### config.mk
export PLATFORM = sky130hd
export DESIGN_NAME = func_sim_monitor
export DESIGN_NICKNAME = d
export VERILOG_FILES = /design/src/rtl/func_sim_monitor.sv
export SDC_FILE = /design/constraint.sdc
export NUM_CORES = 1
export LEC_CHECK = 0
export CORE_MARGIN = 2
export CORE_UTILIZATION = 65
export DETAILED_ROUTE_END_ITERATION = 12
export DONT_BUFFER_PORTS = 1
export PLACE_DENSITY = 0.91
export SYNTH_ARGS = -nofsm -noshare
export SYNTH_HDL_FRONTEND = slang
export SYNTH_SLANG_ARGS = --single-unit
### constraint.sdc
create_clock -name clk -period 3.79 [get_ports clk]
set_input_delay 0.5685 -clock clk [delete_from_list [all_inputs] [get_ports clk]]
set_output_delay 0.5685 -clock clk [all_outputs]
set_load 0.01 [all_outputs]
### src/rtl/func_sim_monitor.sv
// func_sim_monitor: windowed statistics over a signed sample stream.
// Each window of N = 2^LOG2_WIN valid samples gives a registered result
// (floor mean, minimum, maximum). A result completing while the previous
// one is still unconsumed is dropped and counted (saturating).
module func_sim_monitor #(
  parameter int WIDTH    = 25,
  parameter int LOG2_WIN = 4,
  parameter int DROP_W   = 8
) (
  input  logic                    clk,
  input  logic                    rst_n,
  input  logic signed [WIDTH-1:0] in_,
  input  logic                    in_valid,
  output logic                    res_valid,
  input  logic                    res_ready,
  output logic signed [WIDTH-1:0] avg,
  output logic signed [WIDTH-1:0] min,
  output logic signed [WIDTH-1:0] max,
  output logic [DROP_W-1:0]       drop_cnt
);

  localparam int SUM_W = WIDTH + LOG2_WIN;

  // Accumulator state for the window currently being collected
  logic [LOG2_WIN-1:0]     cnt_q, cnt_d;
  logic signed [SUM_W-1:0] sum_q, sum_d;
  logic signed [WIDTH-1:0] min_q, min_d;
  logic signed [WIDTH-1:0] max_q, max_d;

  // Result registers presented to the consumer
  logic signed [WIDTH-1:0] avg_q, avg_d;
  logic signed [WIDTH-1:0] rmin_q, rmin_d;
  logic signed [WIDTH-1:0] rmax_q, rmax_d;
  logic                    res_valid_q, res_valid_d;
  logic [DROP_W-1:0]       drop_q, drop_d;

  // Values including the current sample, shared by accumulator and result
  logic signed [SUM_W-1:0] in_ext;
  logic signed [SUM_W-1:0] sum_nx;
  logic signed [WIDTH-1:0] min_nx;
  logic signed [WIDTH-1:0] max_nx;
  logic                    first;
  logic                    complete;

  // Fold the incoming sample into the window; first sample restarts it
  always_comb begin
    in_ext   = {{LOG2_WIN{in_[WIDTH-1]}}, in_};
    first    = (cnt_q == '0);
    complete = in_valid && (cnt_q == '1);
    sum_nx   = first ? in_ext : (sum_q + in_ext);
    min_nx   = (first || (in_ < min_q)) ? in_ : min_q;
    max_nx   = (first || (in_ > max_q)) ? in_ : max_q;

    cnt_d = cnt_q;
    sum_d = sum_q;
    min_d = min_q;
    max_d = max_q;
    if (in_valid) begin
      cnt_d = cnt_q + 1'b1;
      sum_d = sum_nx;
      min_d = min_nx;
      max_d = max_nx;
    end
  end

  // Result handshake: load on completion if the slot is free or being
  // accepted now, otherwise drop and count; plain accept empties the slot
  always_comb begin
    avg_d       = avg_q;
    rmin_d      = rmin_q;
    rmax_d      = rmax_q;
    res_valid_d = res_valid_q;
    drop_d      = drop_q;
    if (complete && (!res_valid_q || res_ready)) begin
      // Upper WIDTH bits of the sum are the arithmetic shift by LOG2_WIN
      avg_d       = sum_nx[LOG2_WIN +: WIDTH];
      rmin_d      = min_nx;
      rmax_d      = max_nx;
      res_valid_d = 1'b1;
    end else begin
      if (complete && (drop_q != '1)) begin
        drop_d = drop_q + 1'b1;
      end
      if (res_valid_q && res_ready) begin
        res_valid_d = 1'b0;
      end
    end
  end

  // State registers with asynchronous active-low clear
  always_ff @(posedge clk or negedge rst_n) begin
    if (!rst_n) begin
      cnt_q       <= '0;
      sum_q       <= '0;
      min_q       <= '0;
      max_q       <= '0;
      avg_q       <= '0;
      rmin_q      <= '0;
      rmax_q      <= '0;
      res_valid_q <= 1'b0;
      drop_q      <= '0;
    end else begin
      cnt_q       <= cnt_d;
      sum_q       <= sum_d;
      min_q       <= min_d;
      max_q       <= max_d;
      avg_q       <= avg_d;
      rmin_q      <= rmin_d;
      rmax_q      <= rmax_d;
      res_valid_q <= res_valid_d;
      drop_q      <= drop_d;
    end
  end

  assign avg       = avg_q;
  assign min       = rmin_q;
  assign max       = rmax_q;
  assign res_valid = res_valid_q;
  assign drop_cnt  = drop_q;

endmodule

==> reports/metrics.csv <==
stage,metric,value,unit
logic_synthesis,synth_edf_count,0,
critical_path,critPathKind,flip-flop to flip-flop,
clock_tree,cts_resized,0,
sta,fin_skew,8.299,ps
run,max_cap_viol_count,0,
critical_path,crit_chain,"ha_1, fa_1, a21o_1, a221oi_2, o31ai_2, a211oi_2, o211ai_1, a21oi_1, o21ai_0, a31o_1",
power_and_ir_drop,power.density,944.5,nW/µm²
run_status,status,"complete, but fails checks",
clock_tree,cts_made_buffers,17,
detailed_routing,wirelength,23460,µm
grt,grt_remaining_overflow,0,
placement,place_inst,1157,
clock_tree,cts-root-buf,clkbuf_16,
grt,globalRouteTotalUtil,29.90,%
placement,gp_congestion,0.9342,
sta,max-slew-margin-rel,47.16,%
die,initial_utilization,65.61,%
critical_path,crit_family,compound AO/OA/AOI/OAI gates,
clock_tree,cts_num_sinks,167,
sta,fin_setup_tns,0,ps
sta,layout_min_cycle_time,3238,ps
sta,fmax,0.3088,GHz
logic_synthesis,syn_avg_cell_area,9.708,µm²
critical_path,reg2reg_depth,10,
detailed_routing,wire_per_inst,19.74,µm
sta,final-hold-violation-count,167,
critical_path,r2r_slack,550,ps
clock_tree,cts_buffer_depth,2,
cells_and_area,multiInputGateArea,5207,µm²
critical_path,worstSetupStartpointType,flip-flop,
cells_and_area,n_antenna_cell,0,
clock_tree,cts_setup_buffers,0,
critical_path,crit_buf_inv,0,
logic_synthesis,yosys_warnings,0,
cells_and_area,fin_util,70.45,%
logic_synthesis,syn_inst,1016,
sta,fin_hold_ws,-171.7,ps
grt,grt_first_pass_wirelength,38410,µm
logic_synthesis,syn_nets,1126,
critical_path,max_stage_delay,480,ps
logic_synthesis,syn_area,9863,µm²
cells_and_area,num-fill-cells,1011,
detailed_routing,ant_nets,0,
run_status,violations,hold timing,
sta,fin_crit_sh,85.44,%
die,die_area,16180,µm²
min_path,hold_path.class,input port to async pin,
placement,place_area,9938,µm²
clock_tree,path_clk_slew,60,ps
logic_synthesis,ys_seq_area_share,42.37,%
cells_and_area,finalNetCount,1098,
die,die_w,127.2,µm
die,die_height,127.2,µm
clock_tree,insertion_delay,440,ps
grt,antenna_found_initial,0,
critical_path,r2r_end,sum_q[28],
critical_path,r2r-start,sum_q[0],
sta,rsz0062_at_grt,false,
placement,port_buffers,0,
sta,tightest_slew,787.3,ps
critical_path,critPathCaptureType,flip-flop,
critical_path,cp_slowest_cell,a221oi_2,
placement,dp_hpwl,16060,µm
cells_and_area,syn2layout_area_growth,7.383,%
cells_and_area,final_design_area_no_fill,10590,µm²
logic_synthesis,synth-main-ff-cell,dfrtp_1,
grt,grt_pass1_vias,7612,
detailed_routing,num_vias,7545,
sta,layout_setup_ws,551.8,ps
sta,drv_slew,0,
detailed_routing,drc_errors,0,
critical_path,path_max_fanout,5,
logic_synthesis,async_flop_share,100.0,%
cells_and_area,drive_gt1_share,9.100,%
critical_path,arrival,3560,ps
power_and_ir_drop,ir_drop,437.6,µV
grt,grt_max_degree,168,
cells_and_area,regArea,4179,µm²
logic_synthesis,yosysUniqueCellTypes,63,
clock_tree,cts_tree,yes,
detailed_routing,drt-pass1-iter-count,6,
cells_and_area,final_cell_count_no_fill,1188,
critical_path,critical_path_required,4110,ps
logic_synthesis,synth-seq-cells,167,
power_and_ir_drop,power_leakage,5.194,nW
detailed_routing,drt_iter0_markers,585,
placement,place_ws,510.4,ps
die,core,15030,µm²
die,ios,113,
clock_tree,cts-htree-levels,4,
die,num_rows,45,
detailed_routing,vias_per_cell,6.351,
sta,setup_viol,0,
==> per-layer routing <==
layer | part of all wire [%] | track usage, % | routed length, µm
met2 | 49 | 49.53 | 11400
met1 | 42 | 38.86 | 9933
met5 | 0 | 0 | 0
met4 | 3.1 | 12.09 | 716
met3 | 6.0 | 6.072 | 1404
==> synth_stat cells, types with 3 or more instances <==
cell type	n	area, µm²
nand2_1	138	518.0
mux2_4	20	300.3
dfrtp_1	167	4179
o21ai_1	4	20.02
o21a_1	4	30.03
nand4_1	23	143.9
xnor2_1	22	192.7
a21o_1	26	195.2
o211ai_1	4	30.03
buf_2	12	60.06
nand2b_1	8	50.05
o21ai_0	99	495.5
a41oi_1	3	26.28
nand3_1	15	75.07
nor2_1	39	146.4
xor2_1	13	113.9
o21bai_1	5	37.54
nor2b_1	12	75.07
o22ai_1	3	18.77
clkbuf_1	33	123.9
o221ai_1	4	35.03
mux2_2	22	247.7
a31oi_1	14	87.58
buf_6	5	56.30
inv_1	67	251.5
o31ai_1	3	22.52
a211oi_1	3	22.52
ha_1	80	1001
a21oi_1	64	320.3
mux2i_1	52	520.5
mux2_1	7	78.83
==> sequential cells by signal, indices dropped and copies added (netlist names) <==
register and count:
drop_cnt 8, max_q 25, res_valid 1, avg 25, min_q 25, min 25
max 25, cnt_q 4, sum_q 29
==> through the flow <==
step | hold slack, ps | power (mW)
CTS | -176.0 | 9.955
global route | -180.6 | 10.68
detailed placement | 278.2 | 7.959
finish | -171.7 | 10.00
floorplan | 272.9 | 6.935
global placement | 278.1 | 7.723
==> worst reg2reg max path: stages, from the launching register on <==
cell and delay, ps:
dfrtp_1 390, ha_1 220, fa_1 410, a21o_1 210, a221oi_2 480, o31ai_2 230
a211oi_2 340, o211ai_1 180, a21oi_1 270, o21ai_0 150, a31o_1 250
==> kinds of logic after synthesis <==
logic type | synth area share (%)
and+or+nand+nor | 11.94
AOI/OAI and AO/OA | 15.39
DFF | 42.37
buffers and inverters | 5.214
muxes | 11.63
adders and majority gates | 10.35
xor gates and xnor gates | 3.108
==> how the worst max path moves through the flow <==
stage,start,end,depth (start not counted)
after CTS,sum_q[0],avg[24],10
after global routing,sum_q[0],avg[24],10
after detailed placement,in_[0],avg[24],10
after global placement,in_[0],sum_q[28],10
final,sum_q[0],sum_q[28],10
after floorplan,in_[12],min_q[10],12
==> layout by cell type (no fill, tap or decap), types with 3 or more instances in the layout <==
master and instances:
o31ai_1 3, xnor2_1 22, mux2_2 22, nand3_1 15
o211ai_1 4, clkbuf_16 17, o21a_1 4, mux2_4 20
buf_4 6, nand4_1 23, inv_1 67, nor2_1 39
o21ai_1 4, nor2b_1 12, a31oi_1 14, nand2b_1 7
mux2i_1 51, bufinv_16 5, o221ai_1 3, ha_1 80
mux2_1 7, a21o_1 26, xor2_1 13, o22ai_1 3
o21bai_1 5, a21oi_1 64, a211oi_1 3, dfrtp_1 167
a41oi_1 3, o21ai_0 99, nand2_1 138
==> power by group <==
part	total [mW]	internal [mW]	leakage (nW)	switching, mW
Combinational	4.68	2.09	2.82	2.59
Sequential	3.39	2.61	2.07	0.789
Clock	1.93	1.20	0.313	0.726
Total	10.0	5.90	5.19	4.10
==> area by class of cell <==
| class | instances | share of cell area [%] |
|---|---|---|
| Clock buffer | 20 | 4.312 |
| Clock inverter | 11 | 1.855 |
| Inverter | 67 | 2.374 |
| Multi-Input combinational cell | 728 | 49.17 |
| Sequential cell | 167 | 39.46 |
| Tap cell | 188 | 2.221 |
| Timing Repair Buffer | 7 | 0.6143 |
No activity file was read; power rests on OpenSTA's default activity.
